$ cat config.mk
export PLATFORM = sky130hd
export DESIGN_NAME = fetch_stage
export DESIGN_NICKNAME = d
export VERILOG_FILES = /design/src/rtl/fetch_stage.sv
export SDC_FILE = /design/constraint.sdc
export NUM_CORES = 1
export LEC_CHECK = 0
export CAP_MARGIN = 20
export CELL_PAD_IN_SITES_DETAIL_PLACEMENT = 0
export CELL_PAD_IN_SITES_GLOBAL_PLACEMENT = 2
export CORE_MARGIN = 2
export CORE_UTILIZATION = 26
export CTS_BUF_LIST = sky130_fd_sc_hd__clkbuf_2 sky130_fd_sc_hd__clkbuf_4 sky130_fd_sc_hd__clkbuf_8
export CTS_CLUSTER_SIZE = 24
export DETAILED_ROUTE_END_ITERATION = 7
export GPL_ROUTABILITY_DRIVEN = 0
export PLACE_DENSITY = 0.95
export RECOVER_POWER = 100
export SLEW_MARGIN = 25
export SYNTH_ARGS = -nofsm -noshare
export SYNTH_HDL_FRONTEND = slang
export SYNTH_SLANG_ARGS = --single-unit
$ cat constraint.sdc
create_clock -name clk -period 5.4 [get_ports clk]
set_input_delay 1.35 -clock clk [delete_from_list [all_inputs] [get_ports clk]]
set_output_delay 1.35 -clock clk [all_outputs]
set_load 0.02 [all_outputs]
$ cat src/rtl/fetch_stage.sv
// Instruction-fetch stage: owns the PC, drives instruction memory, and loads the IF/ID register.
// Optional FETCH_PERF_EN adds saturating perf_fetched / perf_bubbles counters.
module fetch_stage #(
   parameter int unsigned          ADDR_W     = 64,
   parameter logic [ADDR_W-1:0]    RESET_PC   = '0,
   parameter int unsigned          PROG_BYTES = 88,
   parameter logic [31:0]          NOP_INST   = 32'h00000013
) (
   input  logic              clk,
   input  logic              reset,
   input  logic              stall,
   input  logic              redirect,
   input  logic [ADDR_W-1:0] redirect_target,
   input  logic [31:0]       imem_instruction,
   output logic [ADDR_W-1:0] inst_address,
   output logic [ADDR_W-1:0] if_id_pc,
   output logic [31:0]       if_id_instruction,
   output logic              if_id_valid,
`ifdef FETCH_PERF_EN
   output logic [31:0]       perf_fetched,
   output logic [31:0]       perf_bubbles,
`endif
   output logic              halted
);

   localparam int unsigned INST_W = 32;
   localparam int unsigned PERF_W = 32;

   logic [ADDR_W-1:0] pc_q, pc_d;
   logic [ADDR_W-1:0] if_id_pc_q, if_id_pc_d;
   logic [INST_W-1:0] if_id_inst_q, if_id_inst_d;
   logic              if_id_valid_q, if_id_valid_d;
   logic              advance, bubble;

   assign halted = (pc_q >= ADDR_W'(PROG_BYTES));

   // Redirect beats stall (older branch), stall beats halt bubbles, halt beats advance.
   always_comb begin
      pc_d          = pc_q;
      if_id_pc_d    = if_id_pc_q;
      if_id_inst_d  = if_id_inst_q;
      if_id_valid_d = if_id_valid_q;
      advance       = 1'b0;
      bubble        = 1'b0;
      if (redirect) begin
         pc_d          = redirect_target & ~ADDR_W'(3);
         if_id_pc_d    = '0;
         if_id_inst_d  = NOP_INST;
         if_id_valid_d = 1'b0;
         bubble        = 1'b1;
      end else if (stall) begin
         pc_d = pc_q;
      end else if (halted) begin
         if_id_pc_d    = '0;
         if_id_inst_d  = NOP_INST;
         if_id_valid_d = 1'b0;
         bubble        = 1'b1;
      end else begin
         pc_d          = pc_q + ADDR_W'(4);
         if_id_pc_d    = pc_q;
         if_id_inst_d  = imem_instruction;
         if_id_valid_d = 1'b1;
         advance       = 1'b1;
      end
   end

   always_ff @(posedge clk) begin
      if (!reset) begin
         pc_q          <= RESET_PC;
         if_id_pc_q    <= '0;
         if_id_inst_q  <= NOP_INST;
         if_id_valid_q <= 1'b0;
      end else begin
         pc_q          <= pc_d;
         if_id_pc_q    <= if_id_pc_d;
         if_id_inst_q  <= if_id_inst_d;
         if_id_valid_q <= if_id_valid_d;
      end
   end

   assign inst_address      = pc_q;
   assign if_id_pc          = if_id_pc_q;
   assign if_id_instruction = if_id_inst_q;
   assign if_id_valid       = if_id_valid_q;

`ifdef FETCH_PERF_EN
   logic [PERF_W-1:0] perf_fetched_q, perf_fetched_d;
   logic [PERF_W-1:0] perf_bubbles_q, perf_bubbles_d;

   // Saturating event counters; stall-hold edges count as neither.
   always_comb begin
      perf_fetched_d = perf_fetched_q;
      perf_bubbles_d = perf_bubbles_q;
      if (advance && (perf_fetched_q != '1)) perf_fetched_d = perf_fetched_q + PERF_W'(1);
      if (bubble && (perf_bubbles_q != '1))  perf_bubbles_d = perf_bubbles_q + PERF_W'(1);
   end

   always_ff @(posedge clk) begin
      if (!reset) begin
         perf_fetched_q <= '0;
         perf_bubbles_q <= '0;
      end else begin
         perf_fetched_q <= perf_fetched_d;
         perf_bubbles_q <= perf_bubbles_d;
      end
   end

   assign perf_fetched = perf_fetched_q;
   assign perf_bubbles = perf_bubbles_q;
`else
   logic unused_events;
   assign unused_events = advance ^ bubble;
`endif

endmodule

======== After elaboration in Yosys (flattened, before gate mapping) ========
Index checks and enable logic that the tools add are counted.
operators by class
  add/sub/neg operators ................... 1
  magnitude comparators ................... 1
  equal/unequal tests ..................... 2
  mux-type cells .......................... 6
  bitwise gates (word level) .............. 3
  reductions and logical operators ........ 3
operators with widths
  cell                                                                                   number
  64-bit 2-to-1 mux                                                                      4
  64-bit by 3-bit adder with 64-bit output (second input constant)                       1
  64-bit by 7-bit greater-or-equal comparator with 1-bit output (second input constant)  1
  32-bit 2-to-1 mux                                                                      1
  2-bit AND reduction                                                                    2
  1-bit inverter                                                                         3
  2-bit by 1-bit inequality test with 1-bit output (second input constant)               1
  2-bit inequality test (second input constant)                                          1
  2-bit OR reduction                                                                     1
  1-bit 2-to-1 mux                                                                       1
storage, ports and cells
  register bits ........................... 161
  input port bits ......................... 100
  output and inout port bits .............. 162
  word-level logic and storage cells ...... 21

======== Depth between registers and ports, before layout ========
Gate-level depths: netlist of run 1.
  depth in word-level cells ............... 4
  depth in mapped cells ................... 8

======== Worst setup path before layout of run 1 ========
OpenSTA, ideal clock, no wires.
  path type ............................... reg2out
  start point ............................. register pc_q[2], in the netlist inst_address[2]
  end point ............................... output port halted
  arrival ................................. 1843 ps
  data required time ...................... 4050 ps
  slack ................................... 2207 ps
  stages on the path, launching flop included .. 8
  cell sequence ........................... dfxtp_1 > inv_1 > ha_1 > and4_1 > a2111oi_1 > buf_2 > buf_4 > nand2_1
on the way
  cells in the longest elaborated chain, start to end .. 1
ends and longest elaborated chain
  item                                                           line  source
  start: declaration                                             29    logic [ADDR_W-1:0] pc_q, pc_d;
  start signal: assignment                                       74    pc_q <= pc_d;
  64-bit by 7-bit greater-or-equal comparator with 1-bit output  35    assign halted = (pc_q >= ADDR_W'(PROG_BYTES));
  end: declaration                                               23    output logic halted
Every way passes these cells.

======== Final worst setup path of run 1 ========
  start point ............................. register pc_q[16], in the netlist inst_address[16]
  end point ............................... output port halted
The elaborated chain is that of the path after synthesis.

==> summary by stage, run 1 <==
Routing
For this block, the routed nets add up to roughly 16000 um of wire. Dividing the detail-routed via count by the number of cells gives roughly 4.4. The remaining antenna violation count is 0. The via count is 4751. The detailed router finished its first iteration with ~180 violations. The final routed DRC violation total is 0. The wire length per cell is between 15 and 20 um. The total iterations of the first detailed-routing run is 5.

Setup path
The critical path is of the reg2out type. At the worst endpoint, the arrival time is around 3.1 ns. The kind of start point of the critical path is a flop. The required time reported for the critical path endpoint is between 4 and 5 ns.

In this run the worst path has a maximum fanout of 3. STA classifies the critical path endpoint as a primary output. The setup check on the worst reg-to-reg path leaves a slack of approximately 1.5 ns.

Layout
For this run, the post-layout net count is just under 900. The post-route cell area is roughly 0.0087 sq mm. From synthesis to final layout, the design area changed by 56.5%. Of the cells placed in the final design, the portion with a size suffix greater than 1 is roughly 5%. The total of fill cells in the finished design is roughly 2100.

Yosys
Summing the areas of all compound-gate instances in the mapped netlist gives under 10% of the synthesized area. The distinct cell type count after synthesis is 34. The simple logic cell fraction of the synthesized area is between 20% and 30%. The combinational family with the most area after synthesis is simple AND/OR/NAND/NOR gates. Summing every instance area after synthesis gives between 0.005 and 0.006 sq mm. Of the total synthesized cell area, the portion taken by XOR and XNOR cells is 0%. The adder and majority gate portion of the synthesized area is 0.450%. The total of flip-flops plus latches after synthesis is ~160. The cell count after synthesis is about 550. Multiplexer cells account for around a tenth of the synthesized area. During synthesis, Yosys emitted a total of 0 warnings. The share of the Yosys chip area taken by registers is between 50% and 60%. The mean cell area of the mapped netlist is 10.1 sq um.

Global routing
Summed over all layers, the global routing overflow is 0. The wire length of the first global-routing pass is 25400 um. The initial antenna violation count is 1.

Entering global routing, the biggest net connects 70 pins. The total routing resource utilization after global routing is about 14%. The via count of the first global-routing pass is 4597.

Power
In this run the static leakage power is 3.85 nW. For this design the total switching power over the nets is roughly 680 uW. The ratio of total power to cell area is ~270 mW/mm^2. The worst IR drop on VDD is roughly 130 uV. Cell internal power was estimated by the tool at roughly 1.7 mW. The proportion of power drawn by combinational gates is a little under an eighth.

The clock network accounts for a little under two fifths of the total power. Of the total power, registers draw between 50 and 60%. The switching power share of the total is 28.9%.

Clock tree
For this design, the sink count on the clock tree is ~160. The cell sitting at the root of the clock tree is a clkbuf_8. After clock tree synthesis, the clock-pin slew on the worst setup and hold paths is approximately 0.1 ns. The source-to-sink clock delay at the later pin of the worst-skew pair is 0.44 ns. TritonCTS built the clock tree. Gates resized during post-CTS repair numbered 0.

The H-tree generated during clock tree synthesis spans 4 levels. In this run, CTS created clock tree buffers numbering 17. For this design, the CTS-stage hold fixing added 0 buffers. In this run the deepest clock path goes through 2 buffers.

In this run the post-CTS setup repair buffer count came out at 0.

Place
The total cell area at the placement stage is about 0.0083 sq mm. Port buffering added about 260 buffers. The sum of net half-perimeters after detailed placement is approximately 11000 um.

Floorplanning
The total area inside the core boundary comes to 0.0210 sq mm. The die boundary width is about 150 um. The floorplan has 53 rows. The effective utilization at floorplan is 26.5%. The die is between 150 and 200 um tall. During I/O placement, the number of pins put on the boundary was roughly 260.

The die area is ~0.023 sq mm.

Timing
Setup repair after global routing left no endpoint under its margin. The post-route minimum period is about 4.4 ns. Adding up every negative setup slack in the final design gives 0 ns.

Static timing analysis puts the maximum clock frequency at around 220 MHz. The number of pins with negative max-slew slack in the final report came to ~120. The post-route clock skew is ~0.017 ns.

In this run the tightest slew margin relative to its limit is -57.2%. The count of endpoints failing hold in the final timing report is 0. The slew at the pin with the worst max-slew slack is between 2 and 2.5 ns. The final clock period utilization by the worst path is 82.3%.

The final setup violation count is 0.

Status
The run finished, with violations left. The final reports fail on capacitance limit, slew limit.

Run
Across the run, the number of max-cap violations was 2.

Worst hold path
In this run the worst hold path is classified as reg2reg.
through the flow:
stage / setup WS [ns] / utilization [%] / hold WS (ns) / instances / power, mW
after floorplan: 2.21 / - / 0.535 / 554 / 1.36
final: 0.953 / 41.4 / 0.457 / 1077 / 2.36
after global placement: 1.86 / 39.6 / 0.444 / 1044 / 1.52
after global routing: 0.828 / 41.4 / 0.483 / 1076 / 2.48
after detailed placement: 1.78 / 39.6 / 0.449 / 1044 / 1.52
after CTS: 1.26 / 41.5 / 0.464 / 1076 / 2.42
cells by family (layout without fill, tap and decap cells):
family	count (synthesis)	in the layout
multiplexers	57	57
other	1	5
AND/OR/NAND/NOR	235	235
AO/OA/AOI/OAI	50	50
flip-flops	157	157
buffers and inverters	49	296
adder cells (fa/ha/maj)	2	2
critical path, stage by stage (launching register included):
cell	delay (ns)
dfxtp_1	0.33
nor4_1	0.51
nand4_1	0.21
a2111oi_0	0.75
nand2_1	0.13
dlygate4sd3_1	0.72
final timing paths:
check / startpoint / to / depth (start not counted)
setup reg to reg: inst_address[16] / inst_address[6] / 6
hold / removal: if_id_instruction[3] / if_id_instruction[3] / 2
setup / recovery: inst_address[16] / halted / 5
hold reg to reg: if_id_instruction[3] / if_id_instruction[3] / 2
power by group through the flow:
stage,clock [mW],sequential (mW),combinational [mW]
2_1_floorplan,0,1.27,0.0958
3_3_place_gp,0,1.24,0.281
3_5_place_dp,0,1.24,0.281
4_1_cts,0.925,1.21,0.282
5_1_grt,0.972,1.22,0.291
6_report,0.882,1.21,0.268
registers in the layout, summed over array words and instances (netlist names):
register           count
if_id_instruction     32
if_id_pc              62
if_id_valid            1
inst_address          62
layer usage:
layer | vias up | GRT usage [%] | wire length [um]
met5 | - | 0 | 0
met4 | 0 | 3.92 | 165
met3 | 10 | 7.03 | 1870
met2 | 181 | 21.6 | 7180
met1 | 2181 | 18.1 | 7140
li1 | 2379 | - | -
area by class of cell:
class                           count  area (sq um)  share of cell area (%)
Timing Repair Buffer              262          2580                    29.6
Antenna cell                        1          2.50                  0.0287
Sequential cell                   157          3140                    36.1
Multi-Input combinational cell    348          2230                    25.5
Clock buffer                       17           234                    2.69
Inverter                            2          7.51                  0.0862
Tap cell                          275           344                    3.95
Clock inverter                     15           174                    2.00
cell usage in the layout (no fill, tap or decap), drive strengths merged, types with 3 or more instances in the layout:
| cell type | instances |
|---|---|
| a21o | 3 |
| a21oi | 36 |
| and3 | 58 |
| buf | 6 |
| clkbuf | 21 |
| clkdlybuf4s50 | 94 |
| clkinv | 6 |
| conb | 4 |
| dfxtp | 157 |
| dlygate4sd3 | 158 |
| inv | 9 |
| mux2i | 57 |
| nand2 | 39 |
| nand2b | 3 |
| nand3 | 39 |
| nand3b | 4 |
| nand4 | 6 |
| nor2 | 5 |
| nor2b | 59 |
| nor4 | 13 |
cells in the mapped netlist (all sizes together):
library cell	instances	share of area, %
clkbuf	35	2.4
buf	12	1.3
conb	1	0.067
o21ai	2	0.18
mux2i	57	10
a211oi	2	0.27
nor2b	59	6.6
nand2b	3	0.34
ha	2	0.45
nor4bb	1	0.18
a2111oi	1	0.18
nor4b	1	0.16
nand2	39	2.6
dfxtp	157	56
nand3b	4	0.54
o211ai	1	0.13
inv	2	0.13
nor3	2	0.18
nand3	39	3.5
a31oi	1	0.11
nor4	13	1.5
a31o	1	0.16
a41oi	2	0.31
nand4	6	0.67
a32oi	1	0.16
nor3b	2	0.27
a21oi	36	3.2
nor2	5	0.34
and3	58	6.5
a21o	3	0.40
and4	1	0.16
and2	2	0.22
Note: power is estimated with default switching activity, not from simulation.
==> run 2: changes to the inputs <==
CORE_UTILIZATION = 22   (was 26)
PLACE_DENSITY = 0.86   (was 0.95)
clock period = 3.81 ns   (was 5.4 ns; I/O delays follow)
==> run 2 against run 1 <==
  * The flow now finishes without violations
  * Final area grew 1.2%
  * Global-route usage is 1.4 points lower
  * Register-to-register slack worse by 0.42 ns
  * Critical endpoint unchanged
  * Routed wire length is 5.1% higher
  * Worst setup slack got worse by 0.68 ns
  * Flip-flop and latch count unchanged
  * Utilization shrank 6.2 points
==> summary by stage, run 2 (synthesized netlist as in run 1, its figures left out) <==
Routing
The total wire length is about 17000 um. The number of DRC markers in iteration 0 is 205. After detailed routing, the average wire length per cell comes to roughly 15 um. The first detailed-routing pass took 4 iterations. The via count is roughly 4700.

In the routed design, unresolved DRC markers number 0. The detail route stage leaves a number of antenna-violating nets equal to 0. In the routed layout, each cell is associated on average with a via count of 4.19.

Power
Of the total power, the clock network draws roughly two fifths. The proportion of power drawn by combinational gates is between 10% and 20%. The ratio of total power to cell area is between 300 and 400 mW/mm^2.

Of the total power, the share spent switching nets is approximately 29%. The analysis attributes to cell leakage a power of roughly 3.9 nW. The internal power of the cells totals between 2 and 2.5 mW.

In this run, flip-flops and latches consume approximately 50% of the power. Summed over all nets, the switching power comes to 986 uW. Across the VDD grid, the largest voltage drop is 153 uV.

Setup path
In this run the worst path has a maximum fanout of 3. The first element of the critical path is inst_address[40]. The worst setup path is captured at a primary output. STA classifies the critical path startpoint as a flop.

Setup slack on the worst reg-to-reg path comes out at roughly 1.1 ns. Walking the worst path, the cells encountered are nor4_1, nand4_1, a2111oi_2, nand2_1, clkdlybuf4s50_1. The worst setup path endpoint is halted. The maximum cell stage delay along the critical path is between 0.6 and 0.7 ns. The worst register-to-register path begins at inst_address[40].

Data on the critical path arrives at its endpoint at ~2.6 ns. The setup path with the least slack is of type reg2out. The endpoint identified for the worst register-to-register timing path is inst_address[6]. For the worst setup path, the data required time is roughly 2.9 ns.

The slowest stage of the critical path is the clkdlybuf4s50_1 cell. The worst reg2reg path depth is 6.

Timing
The worst slew slack as a fraction of its limit is 6.80%. The post-route setup TNS is 0 ns. For the pin with the worst max-slew slack, the measured transition is approximately 1.4 ns. The smallest hold slack is about 0.46 ns. The worst path meets setup with around 0.27 ns of slack. The count of endpoints failing hold in the final timing report is 0. The maximum frequency from static timing analysis is 282 MHz. The post-route clock skew is roughly 0.023 ns. The post-route minimum period is between 3 and 4 ns. The number of pins with negative max-slew slack in the final report is 0. The final clock period utilization by the worst path is 92.9%. Setup repair after global routing left no endpoint under its margin. The final setup violation count is 0.

Global routing
The initial antenna violation count is 1. Entering global routing, the biggest net connects between 70 and 80 pins. The overflow left after global routing is 0. For this run, the total global-route usage over all layers was measured as about 13%. The via count of the first global-routing pass was 4641.

The wire length of the first global-routing pass is 26600 um.

Place
The number of port buffers is ~260. The wire-length estimate of the detail-placed layout is between 10000 and 15000 um. The placement-stage worst setup slack is about 0.66 ns.

Layout
Compared with the post-synthesis result, the final layout area differs by 58.4%. Leaving out fill and tap cells, the most frequent cells in the layout are dfxtp_1 (157), dlygate4sd3_1 (157), clkdlybuf4s50_1 (95), nor2b_1 (58), and3_1 (58). The share of post-route cells with drive strength above 1 is ~5.7%. The number of antenna diodes in the final layout is 0.

Cells fill between 30% and 40% of the core in the end. At the end of the flow, the number of nets in the layout was roughly 900.

Clock tree
The total clock buffers created by CTS is 17. The TritonCTS clock tree is yes. The clock reaches the later pin of the worst-skew pair after between 0.4 and 0.5 ns.

The hold buffer count at CTS is 0. Gates resized during post-CTS repair numbered 0. The clock-pin transition on the worst setup and hold timing paths is ~0.10 ns.

The number of clock sinks seen by CTS is approximately 160. In this run the post-CTS setup repair buffer count came out at 0. In this run the number of H-tree levels came out at 4.

No sink is reached through more buffers than the 2 on the longest clock path. The cell sitting at the root of the clock tree is a clkbuf_8.

Worst hold path
Counting instances, the worst hold path has a depth of 2. The launch point of the worst hold path is if_id_instruction[3]. In this run the worst hold path is classified as reg2reg.

Floorplanning
During I/O placement, the number of pins put on the boundary was ~260. The floorplan step set the die width to ~160 um. Once the floorplan was initialized, standard cells occupied roughly 22% of the core. The floorplan step set the die height to about 160 um.

The die covers 0.0266 sq mm. The row count is 58. The area of the core region is about 0.025 sq mm.

Status
The run finished with clean final reports.

Run
The tool flagged a number of max-cap violations equal to 0.
-- run 2: through the flow --
stage	power [mW]	cell area (sq um)	cells
after floorplan	1.93	5580	554
after detailed placement	2.16	8410	1101
after CTS	3.52	8830	1133
final	3.43	8820	1133
after global placement	2.16	8410	1101
after global routing	3.60	8820	1133
-- run 2: how the worst min path moves through the flow --
| stage | to | slack (ns) |
|---|---|---|
| after CTS | if_id_instruction[3] | 0.47 |
| after global routing | if_id_instruction[24] | 0.49 |
| after floorplan | if_id_instruction[3] | 0.53 |
| final | if_id_instruction[3] | 0.46 |
| after global placement | if_id_instruction[3] | 0.44 |
| after detailed placement | if_id_instruction[3] | 0.45 |
-- run 2: critical path: cells and delay by family, from the launching register on --
kind	cells	cell delay, ns
AND/OR/NAND/NOR	3	0.76
buffers and inverters	1	0.61
AO/OA/AOI/OAI	1	0.42
flip-flops	1	0.35
-- run 2: cell type report --
type	instances	area, sq um
fill	2564	16200
sequential	157	3140
timing repair buffer	264	2590
multi-input combinational	348	2230
tap	330	413
clock buffer	17	234
clock inverter	15	189
inverter	2	7.51
-- run 2: routing by layer --
metal | global-route usage, % | vias up | part of all wire, %
met5 | 0 | - | 0.076
met4 | 4.30 | 2 | 1.5
met3 | 5.99 | 14 | 8.8
met2 | 19.8 | 177 | 44
met1 | 16.1 | 2174 | 45
li1 | - | 2379 | -
-- run 2: power by group through the flow --
stage	clock network, mW	logic (mW)	registers (mW)
detailed placement	0	0.407	1.75
global placement	0	0.408	1.75
finish	1.33	0.388	1.71
global route	1.46	0.419	1.72
floorplan	0	0.136	1.79
CTS	1.39	0.409	1.72
